[config.mk]
export PLATFORM = sky130hd
export DESIGN_NAME = pri_arb_8
export DESIGN_NICKNAME = d
export VERILOG_FILES = /design/src/rtl/pri_arb_8.sv
export SDC_FILE = /design/constraint.sdc
export NUM_CORES = 1
export LEC_CHECK = 0
export ABC_AREA = 0
export BUFFER_PORTS_ARGS = -buffer_cell sky130_fd_sc_hd__buf_2
export CAP_MARGIN = 5
export CORE_MARGIN = 10
export CORE_UTILIZATION = 25
export DETAILED_ROUTE_END_ITERATION = 10
export HOLD_SLACK_MARGIN = 0.06
export PLACE_DENSITY = 0.44
export REMOVE_ABC_BUFFERS = 1
export SLEW_MARGIN = 20
export SYNTH_ARGS = -nofsm -noshare
export SYNTH_HDL_FRONTEND = slang
export SYNTH_SLANG_ARGS = --single-unit
[constraint.sdc]
create_clock -name clk -period 8.65 [get_ports clk]
set_clock_uncertainty 0.2 [all_clocks]
set_input_delay 1.73 -clock clk [delete_from_list [all_inputs] [get_ports clk]]
set_output_delay 1.73 -clock clk [all_outputs]
set_load 0.005 [all_outputs]
[src/rtl/pri_arb_8.sv]
// Registered N-way arbiter: fixed (highest index wins) or round-robin priority,
// grant held while the winner keeps requesting, capped at MAX_HOLD cycles, gated by en.
module pri_arb_8 #(
  parameter int unsigned N        = 8,
  parameter int unsigned IDW      = 3,
  parameter int unsigned MAX_HOLD = 4
) (
  input  logic           clk,
  input  logic           rst_n,
  input  logic           en,
  input  logic           rr_mode,
  input  logic [N-1:0]   req,
  output logic [N-1:0]   gnt,
  output logic [IDW-1:0] gnt_id,
  output logic           gnt_valid
);

  localparam int unsigned HCW = (MAX_HOLD == 0) ? 1 : $clog2(MAX_HOLD + 1);
  localparam logic [HCW-1:0] HOLD_LAST = (MAX_HOLD == 0) ? '0 : HCW'(MAX_HOLD - 1);
  localparam logic [HCW-1:0] HOLD_SAT  = HCW'(MAX_HOLD);

  localparam logic [0:0] ST_IDLE  = 1'b0;
  localparam logic [0:0] ST_GRANT = 1'b1;

  logic [0:0]     state_q, state_d;
  logic [N-1:0]   gnt_q, gnt_d;
  logic [IDW-1:0] id_q, id_d;
  logic [HCW-1:0] hold_q, hold_d;
  logic [IDW-1:0] last_q, last_d;

  logic [IDW-1:0] start;
  logic [IDW-1:0] cand;
  logic [IDW-1:0] win_id;
  logic           win_found;
  logic           cap_hit;
  logic           drop;

  // Fixed mode is a downward scan from N-1; round-robin starts one below the last
  // winner. Index arithmetic wraps naturally because N is a power of two.
  always_comb begin
    start     = rr_mode ? (last_q - IDW'(1)) : IDW'(N - 1);
    cand      = '0;
    win_id    = '0;
    win_found = 1'b0;
    for (int unsigned i = 0; i < N; i++) begin
      cand = start - IDW'(i);
      if (!win_found && req[cand]) begin
        win_found = 1'b1;
        win_id    = cand;
      end
    end
  end

  assign cap_hit = (MAX_HOLD != 0) && (hold_q == HOLD_LAST);
  assign drop    = !req[id_q] || !en || cap_hit;

  always_comb begin
    state_d = state_q;
    gnt_d   = gnt_q;
    id_d    = id_q;
    hold_d  = hold_q;
    last_d  = last_q;
    case (state_q)
      ST_IDLE: begin
        if (en && win_found) begin
          state_d        = ST_GRANT;
          gnt_d          = '0;
          gnt_d[win_id]  = 1'b1;
          id_d           = win_id;
          hold_d         = '0;
          last_d         = win_id;
        end
      end
      ST_GRANT: begin
        if (drop) begin
          state_d = ST_IDLE;
          gnt_d   = '0;
          id_d    = '0;
        end else if (hold_q != HOLD_SAT) begin
          hold_d = hold_q + HCW'(1);
        end
      end
      default: begin
        state_d = ST_IDLE;
        gnt_d   = '0;
        id_d    = '0;
      end
    endcase
  end

  always_ff @(posedge clk or negedge rst_n) begin
    if (!rst_n) begin
      state_q <= ST_IDLE;
      gnt_q   <= '0;
      id_q    <= '0;
      hold_q  <= '0;
      last_q  <= '0;
    end else begin
      state_q <= state_d;
      gnt_q   <= gnt_d;
      id_q    <= id_d;
      hold_q  <= hold_d;
      last_q  <= last_d;
    end
  end

  assign gnt       = gnt_q;
  assign gnt_id    = id_q;
  assign gnt_valid = |gnt_q;

endmodule

After elaboration in Yosys (flattened, before gate mapping)
Index checks and enable logic that the tools add are counted.
Cells by class
  add/subtract/negate cells: 9
  $lt $le $gt $ge: 11
  eq/ne operators: 6
  muxes and demuxes: 50
  bitwise operators: 1
  reduce and logical (&&, ||, !) cells: 24
Operators by type and width (count)
  two-way mux 3 bit: 14
  < comparator 3 x 4 -> 1 bit (second input constant): 10
  binary-select mux 1 bit (select 3 bit): 9
  two-way mux 1 bit: 20
  two-way mux 8 bit: 2
  case mux 8 bit (2 select lines): 1
  case mux 3 bit (2 select lines): 2
  subtractor 3 bit (second input constant): 4
  logical AND 1 bit: 9
  zero test 1 bit: 9
  OR reduction 8 bit: 1
  subtractor 3 x 1 -> 3 bit (second input constant): 2
  subtractor 3 x 2 -> 3 bit (second input constant): 2
  != test 2 x 1 -> 1 bit (second input constant): 2
  != test 2 bit (second input constant): 2
  AND reduction 2 bit: 2
  adder 3 x 1 -> 3 bit (second input constant): 1
  demux 1 bit (select 3 bit): 1
  equality test 3 x 2 -> 1 bit (second input constant): 1
  greater-or-equal comparator 3 x 1 -> 1 bit (second input constant): 1
  != test 3 bit (second input constant): 1
  AND reduction 3 bit: 1
  logical OR 1 bit: 2
  case mux 1 bit (2 select lines): 1
  NOT 1 bit: 1
Word-level totals
  register bits after elaboration: 18
  input bits: 12
  word-level logic and storage cells: 106

Longest topological paths before layout
  depth in word-level cells: 32
  depth in mapped cells: 16

Worst setup path after synthesis
No wires, ideal clock.
  path kind: in2reg
  from: input port rr_mode
  to: register last_q[0]
  setup time: 125 ps
  arrival: 4578 ps
  setup slack: 3748 ps
  stages: 11
  path buffers: 2
  path through: buf_4 -> nand2_2 -> buf_2 -> inv_1 -> ha_1 -> or3_2 -> a221oi_2 -> or2_2 -> nor3b_2 -> a311oi_1 -> mux2_2
On the way
  word-level cells in the longest chain between the ends: 27
RTL lines
  start: declaration: RTL line 11  | input logic rr_mode,
  two-way mux 3 bit *: RTL line 41  | start = rr_mode ? (last_q - IDW'(1)) : IDW'(N - 1);
  branches (longest 26 deep; another with subtractor 3 x 1 -> 3 bit)
  end signal: assignment: RTL line 103  | last_q <= last_d;
  end: declaration: RTL line 29  | logic [IDW-1:0] last_q, last_d;
Every way passes the cells marked *. The select of a mux whose other input is x is not followed.
A chain may end at the register's enable or synchronous reset.

Final worst setup path
  from: input port rr_mode
  to: register gnt_q[2] (netlist: gnt[2])
On the way
  word-level cells in the longest chain between the ends: 31
RTL lines
  two-way mux 3 bit *: RTL line 41
  branches (longest 30 deep; another with subtractor 3 x 1 -> 3 bit)
  end signal: assignment: RTL line 100  | gnt_q <= gnt_d;
  end: declaration: RTL line 26  | logic [N-1:0] gnt_q, gnt_d;
Marked as above.

==> flow_summary.json <==
{
  "crit_buf_inv": 2,
  "io_pins": 24,
  "synth-seq-area-share_pct": 22.50,
  "ys_types": 70,
  "first_global_vias": 1895,
  "slew_viol_final": 0,
  "switching_share_pct": 51.39,
  "cts_hold_buf": 0,
  "drt_wl_total_um": 6003,
  "period_share_pct": 62.91,
  "worstPathCellList": "buf_2 -> nand2_2 -> inv_1 -> ha_1 -> mux4_2 -> a21boi_0 -> nor4_2 -> nor3b_2 -> a311oi_1 -> nand3_1 -> o31ai_1",
  "slew_headroom_pct": 47.52,
  "crit_family": "compound AO/OA/AOI/OAI gates",
  "clkPwrFrac_pct": 7.2,
  "syn_area_um2": 2002,
  "final_util_pct": 28.91,
  "vias": 1908,
  "power_uw": 963.8,
  "synth_warnings": 0,
  "cts_resized": 0,
  "dp_hpwl_um": 4706,
  "port_buffers": 23,
  "via_per_inst": 5.612,
  "timing.hold.ws_ns": 0.3336,
  "first_iter_violations": 150,
  "remaining_drc_errors": 0,
  "antenna_found_initial": 0,
  "cts_buffers": 3,
  "rrSetupSlack_ns": 3.79,
  "stdcell_area_um2": 2246,
  "cts_max_path_buffers": 2,
  "synth_ff_type": "dfrtp_1",
  "overflow": 0,
  "h-tree-depth": 1,
  "grt_use_met3_pct": 1.521,
  "tritoncts": "built",
  "outcome": "finished clean",
  "grt_max_degree": 20,
  "layout_common_cells": "buf_2, dfrtp_1, nand2_1",
  "drt-pass1-iter-count": 4,
  "ir_drop_mv": 0.1830,
  "fin_crit_ns": 5.442,
  "mostFrequentLayoutCell": "buf_2",
  "crit_path_max_incr_delay_ns": 0.65,
  "hold_class": "reg -> reg",
  "die_h_um": 109.5,
  "crit_required_ns": 8.61,
  "p_sw_uw": 495.2,
  "cts.clk_slew.worst_paths_ns": 0.07,
  "n_antenna_cell": 0,
  "grt_busiest_layer": "met2",
  "coreArea_um2": 7767,
  "crit_type": "in -> reg",
  "startpoint_type": "primary input",
  "finalNonFillerCells": 340,
  "numClockSinks": 18,
  "setup_violations": 0,
  "drive_gt1_share_pct": 25.63,
  "grt_use_met1_pct": 14.19,
  "seqPwrFrac_pct": 16.4,
  "fmax_mhz": 183.8,
  "rsz0062_at_grt": "false",
  "grt.total_usage_pct": 10.46,
  "dp.cells": 336,
  "synth-edff-count": 0,
  "setup_tns_ns": 0,
  "leakage_nw": 0.9628,
  "hold_viol_final": 0,
  "postRouteAntennaNets": 0,
  "slowest_stage": "a311oi_1",
  "post_drt_wl_per_cell_um": 17.66,
  "initial_core_util_pct": 25.77,
  "finalWeightedCongestion": 0.8431,
  "power.density_nw_per_um2": 429.1,
  "row_count": 32,
  "synth-async-reset-ratio_pct": 100.0,
  "end_kind": "flop",
  "clock_latency_ns": 0.25,
  "root_buffer": "clkbuf_8",
  "post_cts_buffers": 0,
  "area_growth_pct": 12.19,
  "crit_arrival_ns": 5.40,
  "synth-seq-cells": 18,
  "drv_cap": 0,
  "die-area_um2": 11990,
  "grtUsageMet2_pct": 17.12,
  "synth.avg_cell_area_um2": 9.100,
  "fin_ws_ns": 3.208,
  "grt_pass1_wl_um": 10270,
  "layout.nets": 257,
  "dpl-instance-area_um2": 2191,
  "dieWidth_um": 109.5,
  "dp_worst_setup_slack_ns": 2.985,
  "intPower_uw": 468.5,
  "tightestPinTransition_ns": 0.7819,
  "syn_inst": 220,
  "cp_max_fo": 19,
  "power_frac_comb_pct": 76.4
}
-- cells in the mapped netlist, types with 6 or more instances --
cell type,count,share of area (%)
mux2i_1,11,5.5
inv_1,10,1.9
o21ai_0,7,1.7
dfrtp_1,18,22
nand3_1,13,3.2
mux4_2,6,6.8
nor3_1,6,1.5
nor2_1,12,2.2
a21oi_1,7,1.7
ha_1,6,3.7
nand2_1,14,2.6
-- final timing paths --
kind / to / depth (start not counted) / startpoint
max: gnt[2]$_DFFE_PN0P_ / 11 / rr_mode
min: gnt[3]$_DFFE_PN0P_ / 1 / gnt[3]$_DFFE_PN0P_
max reg2reg: gnt[2]$_DFFE_PN0P_ / 12 / last_q[0]$_DFFE_PN0P_
min reg2reg: gnt[3]$_DFFE_PN0P_ / 1 / gnt[3]$_DFFE_PN0P_
max in group asynchronous: last_q[0]$_DFFE_PN0P_ / 1 / rst_n
min in group asynchronous: gnt[4]$_DFFE_PN0P_ / 1 / rst_n
-- sequential cells by signal, summed over array words and instances, names as in the netlist --
signal,cells
gnt,8
gnt_id,3
hold_q,3
last_q,3
state_q,1
-- logic make-up (layout without fill, tap and decap cells) --
kind of cell             count (synthesis)  count (layout)  synth area share [%]
flip-flops                              18              18                 22.50
XOR/XNOR                                 3               3                 2.375
AO/OA/AOI/OAI                           74              74                 28.19
buffers and inverters                   21              39                 5.125
adder cells (fa/ha/maj)                  6               6                 3.750
multiplexers                            25              25                 18.19
AND/OR/NAND/NOR                         73              73                 19.87
-- power groups by stage --
stage          Clock (mW)  Sequential [mW]  Combinational (mW)
2_1_floorplan           0            0.149               0.550
3_3_place_gp            0            0.161               0.745
3_5_place_dp            0            0.160               0.732
4_1_cts            0.0711            0.159               0.736
5_1_grt            0.0752            0.166               0.813
6_report           0.0694            0.158               0.736
-- worst register-to-register path, cell delays in order, from the launching register on --
cell and delay [ns]:
dfrtp_1 0.64, inv_1 0.09, ha_1 0.49, nand2_2 0.21
inv_1 0.38, ha_1 0.38, mux4_2 0.38, a21boi_0 0.55
nor4_2 0.07, nor3b_2 0.21, a311oi_1 0.65, nand3_1 0.23
o31ai_1 0.29
-- metal layers --
| metal | up-vias | routed length, um |
|---|---|---|
| met4 | 0 | 73 |
| met3 | 6 | 220 |
| met1 | 942 | 2806 |
| met5 | - | 0 |
| met2 | 51 | 2903 |
| li1 | 909 | - |
-- final cells by class --
class | instances | area [um2]
clock buffer | 4 | 55.05
tap | 102 | 127.6
multi-input combinational | 181 | 1449
inverter | 11 | 41.29
sequential | 18 | 450.4
timing repair buffer | 24 | 122.6
fill | 849 | 5522
No activity file was read; power rests on OpenSTA's default activity.
